File: src/rtl/axis_snapshot_packer_pkg.sv
// Shared types and constants for the snapshot packer.
// Header layout: {magic, mask, zero-extended seq} from MSB down.
package axis_snapshot_packer_pkg;

   typedef enum logic [1:0] {
      IDLE,
      HEADER,
      DATA
   } state_e;

   localparam logic [7:0] HDR_MAGIC = 8'hA5;
   localparam int NCH_MAX     = 8;
   localparam int IDX_W       = 3;

   // Field widths; magic sits at the top, mask below it, seq at bit 0
   localparam int HDR_MAGIC_W = 8;
   localparam int HDR_MASK_W  = 8;
   localparam int HDR_SEQ_LSB = 0;

endpackage

File: src/rtl/axis_snapshot_packer_mask_next_index.sv
// Finds the next enabled channel in the latched mask.
// first_i searches from channel 0, otherwise strictly above cur_i.
module mask_next_index
   import axis_snapshot_packer_pkg::*;
(
   input  logic [NCH_MAX-1:0] mask_i,
   input  logic [IDX_W-1:0]   cur_i,
   input  logic               first_i,
   output logic [IDX_W-1:0]   next_o,
   output logic               last_o
);

   logic found;

   // Lowest qualifying set bit, then whether any set bit lies above it
   always_comb begin
      next_o = '0;
      found  = 1'b0;
      last_o = 1'b1;
      for (int i = 0; i < NCH_MAX; i++) begin
         if (!found && mask_i[i] && (first_i || i > int'(cur_i))) begin
            next_o = IDX_W'(i);
            found  = 1'b1;
         end
      end
      for (int i = 0; i < NCH_MAX; i++) begin
         if (mask_i[i] && i > int'(next_o)) last_o = 1'b0;
      end
   end

endmodule

File: src/rtl/axis_snapshot_packer.sv
// Snapshots up to six tvalid-only channels on a strobe and
// emits them as a framed AXIS packet behind a header word.
module axis_snapshot_packer
   import axis_snapshot_packer_pkg::*;
#(
   parameter int NCH        = 6,
   parameter int DATA_WIDTH = 32,
   parameter int SEQ_WIDTH  = 16
) (
   input  logic                  a_clk,
   input  logic                  a_resetn,
   input  logic [DATA_WIDTH-1:0] S_AXIS_1_tdata,
   input  logic                  S_AXIS_1_tvalid,
   input  logic [DATA_WIDTH-1:0] S_AXIS_2_tdata,
   input  logic                  S_AXIS_2_tvalid,
   input  logic [DATA_WIDTH-1:0] S_AXIS_3_tdata,
   input  logic                  S_AXIS_3_tvalid,
   input  logic [DATA_WIDTH-1:0] S_AXIS_4_tdata,
   input  logic                  S_AXIS_4_tvalid,
   input  logic [DATA_WIDTH-1:0] S_AXIS_5_tdata,
   input  logic                  S_AXIS_5_tvalid,
   input  logic [DATA_WIDTH-1:0] S_AXIS_6_tdata,
   input  logic                  S_AXIS_6_tvalid,
   input  logic                  sample_strobe,
   input  logic                  enable,
   input  logic [NCH-1:0]        channel_mask,
   output logic [DATA_WIDTH-1:0] M_AXIS_tdata,
   output logic                  M_AXIS_tvalid,
   input  logic                  M_AXIS_tready,
   output logic                  M_AXIS_tlast,
   output logic                  busy,
   output logic [15:0]           overrun_count
);

   localparam int SEQ_EXT_W = DATA_WIDTH - HDR_MAGIC_W - HDR_MASK_W;

   logic [DATA_WIDTH-1:0] in_data [NCH_MAX];
   logic [NCH_MAX-1:0]    in_vld;
   logic [DATA_WIDTH-1:0] hold_q  [NCH_MAX];
   logic [DATA_WIDTH-1:0] snap_q  [NCH_MAX];
   logic [NCH_MAX-1:0]    mask_q, mask_in;
   logic [SEQ_WIDTH-1:0]  seq_q;
   logic [15:0]           ovr_q;
   state_e                state_q, state_d;
   logic [IDX_W-1:0]      idx_q, idx_d, nxt_idx;
   logic [DATA_WIDTH-1:0] tdata_q, tdata_d, hdr_word;
   logic                  tvalid_q, tvalid_d;
   logic                  tlast_q, tlast_d;
   logic                  nxt_last, hs, fin_hs, accept, drop;

   // Channels 7..8 have no port; mask bits above NCH are dropped
   assign in_data[0] = S_AXIS_1_tdata;
   assign in_data[1] = S_AXIS_2_tdata;
   assign in_data[2] = S_AXIS_3_tdata;
   assign in_data[3] = S_AXIS_4_tdata;
   assign in_data[4] = S_AXIS_5_tdata;
   assign in_data[5] = S_AXIS_6_tdata;
   assign in_data[6] = '0;
   assign in_data[7] = '0;
   assign in_vld = {2'b00, S_AXIS_6_tvalid, S_AXIS_5_tvalid,
                    S_AXIS_4_tvalid, S_AXIS_3_tvalid,
                    S_AXIS_2_tvalid, S_AXIS_1_tvalid};
   assign mask_in = NCH_MAX'(channel_mask);

   assign hs     = tvalid_q & M_AXIS_tready;
   assign fin_hs = hs & tlast_q;
   assign accept = sample_strobe & enable &
                   ((state_q == IDLE) | fin_hs);
   assign drop   = sample_strobe & enable & ~accept;

   // Header is built from live mask and current seq at accept time
   assign hdr_word = {HDR_MAGIC, mask_in,
                      SEQ_EXT_W'(seq_q) << HDR_SEQ_LSB};

   mask_next_index u_nxt (
      .mask_i  (mask_q),
      .cur_i   (idx_q),
      .first_i (state_q == HEADER),
      .next_o  (nxt_idx),
      .last_o  (nxt_last)
   );

   // FSM state register
   always_ff @(posedge a_clk or negedge a_resetn) begin
      if (!a_resetn) state_q <= IDLE;
      else           state_q <= state_d;
   end

   // FSM next state; back-to-back accept re-enters HEADER directly
   always_comb begin
      state_d = state_q;
      unique case (state_q)
         IDLE: if (accept) state_d = HEADER;
         HEADER, DATA: begin
            if (hs) begin
               if (tlast_q) state_d = accept ? HEADER : IDLE;
               else         state_d = DATA;
            end
         end
         default: state_d = IDLE;
      endcase
   end

   // Next output beat; held unchanged while stalled
   always_comb begin
      tdata_d  = tdata_q;
      tlast_d  = tlast_q;
      tvalid_d = tvalid_q;
      idx_d    = idx_q;
      if (accept) begin
         tdata_d  = hdr_word;
         tlast_d  = (mask_in == '0);
         tvalid_d = 1'b1;
         idx_d    = '0;
      end else if (hs) begin
         if (tlast_q) begin
            tvalid_d = 1'b0;
            tlast_d  = 1'b0;
         end else begin
            idx_d   = nxt_idx;
            tdata_d = snap_q[nxt_idx];
            tlast_d = nxt_last;
         end
      end
   end

   // Registered output beat and channel cursor
   always_ff @(posedge a_clk or negedge a_resetn) begin
      if (!a_resetn) begin
         tdata_q  <= '0;
         tlast_q  <= 1'b0;
         tvalid_q <= 1'b0;
         idx_q    <= '0;
      end else begin
         tdata_q  <= tdata_d;
         tlast_q  <= tlast_d;
         tvalid_q <= tvalid_d;
         idx_q    <= idx_d;
      end
   end

   // Hold/snapshot capture, frame latches, seq and overrun counters
   always_ff @(posedge a_clk or negedge a_resetn) begin
      if (!a_resetn) begin
         for (int i = 0; i < NCH_MAX; i++) begin
            hold_q[i] <= '0;
            snap_q[i] <= '0;
         end
         mask_q <= '0;
         seq_q  <= '0;
         ovr_q  <= '0;
      end else begin
         for (int i = 0; i < NCH_MAX; i++) begin
            if (in_vld[i]) hold_q[i] <= in_data[i];
            if (accept)
               snap_q[i] <= in_vld[i] ? in_data[i] : hold_q[i];
         end
         if (accept) begin
            mask_q <= mask_in;
            seq_q  <= seq_q + SEQ_WIDTH'(1);
         end
         if (drop && ovr_q != 16'hFFFF) ovr_q <= ovr_q + 16'd1;
      end
   end

   assign M_AXIS_tdata  = tdata_q;
   assign M_AXIS_tvalid = tvalid_q;
   assign M_AXIS_tlast  = tlast_q;
   assign busy          = (state_q != IDLE);
   assign overrun_count = ovr_q;

endmodule

File: config.mk
export PLATFORM = sky130hd
export DESIGN_NAME = axis_snapshot_packer
export DESIGN_NICKNAME = d
export VERILOG_FILES = /design/src/rtl/axis_snapshot_packer_pkg.sv /design/src/rtl/axis_snapshot_packer_mask_next_index.sv /design/src/rtl/axis_snapshot_packer.sv
export SDC_FILE = /design/constraint.sdc
export NUM_CORES = 1
export LEC_CHECK = 0
export BUFFER_PORTS_ARGS = -buffer_cell sky130_fd_sc_hd__buf_2
export CAP_MARGIN = 40
export CORE_AREA = 2 2 196 198
export DETAILED_ROUTE_END_ITERATION = 8
export DIE_AREA = 0 0 198 200
export PLACE_DENSITY_LB_ADDON = 0.05
export SLEW_MARGIN = 20
export SYNTH_ARGS = -nofsm -noshare
export SYNTH_HDL_FRONTEND = slang
export SYNTH_HIERARCHICAL = 1
export SYNTH_SLANG_ARGS = --single-unit
export TNS_END_PERCENT = 30
File: constraint.sdc
create_clock -name a_clk -period 4.8 [get_ports a_clk]
set_input_delay 0.48 -clock a_clk [delete_from_list [all_inputs] [get_ports a_clk]]
set_output_delay 0.48 -clock a_clk [all_outputs]
set_load 0.05 [all_outputs]
==> impl_results.md <==
- Result of the run: finished, final reports clean
- Clock tree from TritonCTS: built
- Antenna violations before repair: 1
- Worst reg2reg endpoint: M_AXIS_tdata[18]
- Via count normalized by instance count: 5.46
- Type of the worst setup path: reg -> reg
- Worst-skew pair later-pin latency: 590 ps
- Period utilization: 0.702
- Syn Inst Count: 1359
- Final count of negative-setup-slack endpoints: 0
- Clock transition at the register clock pins on the worst setup and hold paths after CTS: 60 ps
- Met1 Resource Use GR: 0.339
- Wire length of the first global-routing pass: 71.7 mm
- Endpoint required time on the critical path: 5300 ps
- Total Die Area: 39600 µm²
- Total of fill cells in the finished design: 2990
- Final-report hold violation count: 0
- Clock root buffer: clkbuf_16
- Area of the core region: 37400 µm²
- Number of cells on the worst hold path: 2
- Routability Congestion: 0.831
- Overall die height: 200 µm
- Cells on worst reg2reg path: 11
- Layer carrying the most global-route usage: met2
- Arrival time reported for the critical path endpoint: 3860 ps
- Post-Syn Area per Cell: 14.2 µm²
- Cell types occupying the most area after synthesis: dfrtp_1, mux2_2, mux2i_1
- Number of synthesized flops with an enable pin: 0
- Met3 usage: 0.0440
- Vias in the first global route: 12100
- H-tree Lvls: 2
- Clock period minus final worst setup slack: 3370 ps
- Worst VDD drop: 0.249 mV
- Area of the mapped netlist: 19400 µm²
- Seq/Total Area, Yosys: 0.596
- Worst Min Path Start: S_AXIS_6_tdata[26]
- Nature of the critical path endpoint: flip-flop
- Sum Neg Setup Slack: 0 ps
- Starting density of the core: 0.518
- Total routing usage reported by global routing: 0.240
- Async S/R FF share, synth: 1.00
- Setup slack of the worst register-to-register path: 1430 ps
- Area share of the leading cell type in the synthesized netlist: 0.596
- Number of clock sinks seen by CTS: 461
- Port Buffers: 259
- Count of yosys warnings during synthesis: 6
- Setup clock skew after layout: 17.7 ps
- Max-Cap Viols: 0
- Transition time at the pin with the least slew margin: 913 ps
- Endpoint with the worst hold slack: hold_q[90]
- Yosys reg bits: 461
- Critical path startpoint category: flip-flop
- Number of buffers between clock root and the deepest sink: 3
- Synth-to-layout area growth: 18.5%
- Total Wirelength: 46.6 mm
- Number of buffers added for setup after CTS: 0
- Count of final max-slew check failures: 0
- Nets@finish: 1837
- Ys flop type: dfrtp_1
- Detailed Route Iter0 Violations: 630
- Length of the first detailed-routing pass in iterations: 4
- Most area-hungry cell type in the Yosys netlist: dfrtp_1
- Final global-route overflow total: 0
- Total power density per cell area: 369 nW/µm²
- Post-detailed-route DRC marker count: 0
- IO Pins: 260
- Number of diodes: 0
- Type of the tightest min-delay check: in -> reg
- Met2 layer usage reported by global route: 0.381
- Share of cells above drive strength 1: 0.467
- RSZ-0062 raised after global routing: false
- Drt wl/cell: 21.5 µm
- Cell leakage power: 10.9 nW
- Die span in x: 198 µm
- Largest net degree at the start of global routing: 117
- Achievable clock frequency: 0.297 GHz
- Number of cell rows: 71
- Hold WS: 144 ps
- RR Startpoint: state_q[1]
- Post-detailed-route count of antenna-violating nets: 0
- Worst-path fanout max: 40
- PostCTS Resize Cnt: 0
- Vias: 11800
- Max-slew headroom: 0.391
- Instance area at placement: 21400 µm²
- Total clock buffers created by CTS: 48
- Post-cts hold buffer count: 1
- Summed area of non-filler cells in the final layout: 22900 µm²
- Count of cell types in the netlist: 60
- Placed wire-length estimate after detailed placement: 32.6 mm
[through the flow]
step / total power [mW] / utilization / std cells / setup WS, ps
2_1_floorplan: 4.58 / - / 1364 / 2040
3_3_place_gp: 4.87 / 0.566 / 2072 / 1600
6_report: 8.46 / 0.613 / 2169 / 1430
3_5_place_dp: 4.91 / 0.572 / 2083 / 1500
4_1_cts: 8.57 / 0.613 / 2169 / 1490
5_1_grt: 8.79 / 0.613 / 2169 / 1230
[synthesized netlist by cell type, drive strengths merged, types with 2 or more instances]
master and count:
a21o 2, a21oi 10, a221o 6, a22o 4, a22oi 6, a31oi 5
and2 2, and3 7, and3b 3, and4 4, buf 56, clkbuf 23
dfrtp 461, ha 5, inv 6, mux2 393, mux2i 72, mux4 10
nand2 57, nand2b 7, nand3 13, nand3b 2, nand4 13, nor2 46
nor2b 6, nor3 7, nor3b 9, nor4 6, o211ai 7, o21ai 31
o221ai 3, o22ai 33, o32a 4, or2 3, xnor2 14, xor2 11
[critical path: stages (launching register included)]
cell and delay, ps:
dfrtp_1 390, inv_1 90, ha_1 280, nand2b_1 260
mux2i_1 220, nand4_1 190, o2111ai_4 320, buf_4 660
mux2i_1 180, o22ai_1 380, nor2_1 70, o211ai_1 150
[where the power goes]
part	total [mW]	switching, mW	internal (mW)	leakage [nW]
combinational	0.684	0.395	0.289	4.13
clock	3.64	1.51	2.13	0.761
sequential	4.14	0.0691	4.07	5.99
total	8.46	1.97	6.49	10.9
[area by class of cell]
class	count	area, µm²	area share
well taps	511	639	0.0279
clock buffers	73	1420	0.0617
multi-input cells	818	7490	0.326
flip-flops and latches	461	11500	0.503
inverters	6	22.5	0.000982
repair buffers	288	1720	0.0749
clock inverters	12	118	0.00513
[flip-flops by register name (all words and copies together), names as in the netlist]
name and flops:
snap_q 192, mask_q 6, seq_q 16, M_AXIS_tvalid 1, hold_q 192, idx_q 3, overrun_count 16, M_AXIS_tlast 1
state_q 2, M_AXIS_tdata 32
[kinds of logic (layout without fill, tap and decap cells)]
| group | after synthesis | after routing | synth area share |
|---|---|---|---|
| compound gates | 120 | 120 | 0.0418 |
| buf+inv | 85 | 379 | 0.0194 |
| simple gates | 187 | 187 | 0.0505 |
| xor+xnor | 25 | 25 | 0.0113 |
| flops | 461 | 461 | 0.596 |
| fa+ha+maj | 5 | 5 | 0.00323 |
| other cells | 1 | 6 | 0.000194 |
| mux | 475 | 475 | 0.278 |
[placed cells by master (no fill, tap or decap), types with 8 or more instances in the layout]
master     count
nand4_1       13
o21ai_0       30
o22ai_1       33
clkbuf_16     49
mux2_2       393
nand2_1       57
xor2_1        11
nor2_1        44
mux2i_1       72
buf_2        258
xnor2_1       14
buf_4         14
nand3_1       13
clkinv_2       8
clkbuf_8      10
dfrtp_1      461
a21oi_1        9
mux4_2        10
clkbuf_1      14
nor3b_1        8
[metal layers]
metal / wire length [µm] / up-vias
met4: 1010 / 0
met2: 22000 / 274
met5: 0 / -
met3: 2300 / 57
met1: 21300 / 6089
li1: - / 5426
[worst max path at each step]
stage / startpoint / end / slack, ps / depth (start not counted)
after CTS: state_q[0] / M_AXIS_tdata[18] / 1490 / 10
final: state_q[1] / M_AXIS_tdata[18] / 1430 / 11
after global placement: state_q[1] / M_AXIS_tdata[30] / 1600 / 10
after detailed placement: state_q[0] / M_AXIS_tdata[18] / 1500 / 10
after floorplan: state_q[1] / M_AXIS_tdata[0] / 2040 / 14
after global routing: state_q[1] / M_AXIS_tdata[18] / 1230 / 11
No activity file was read; power rests on OpenSTA's default activity.
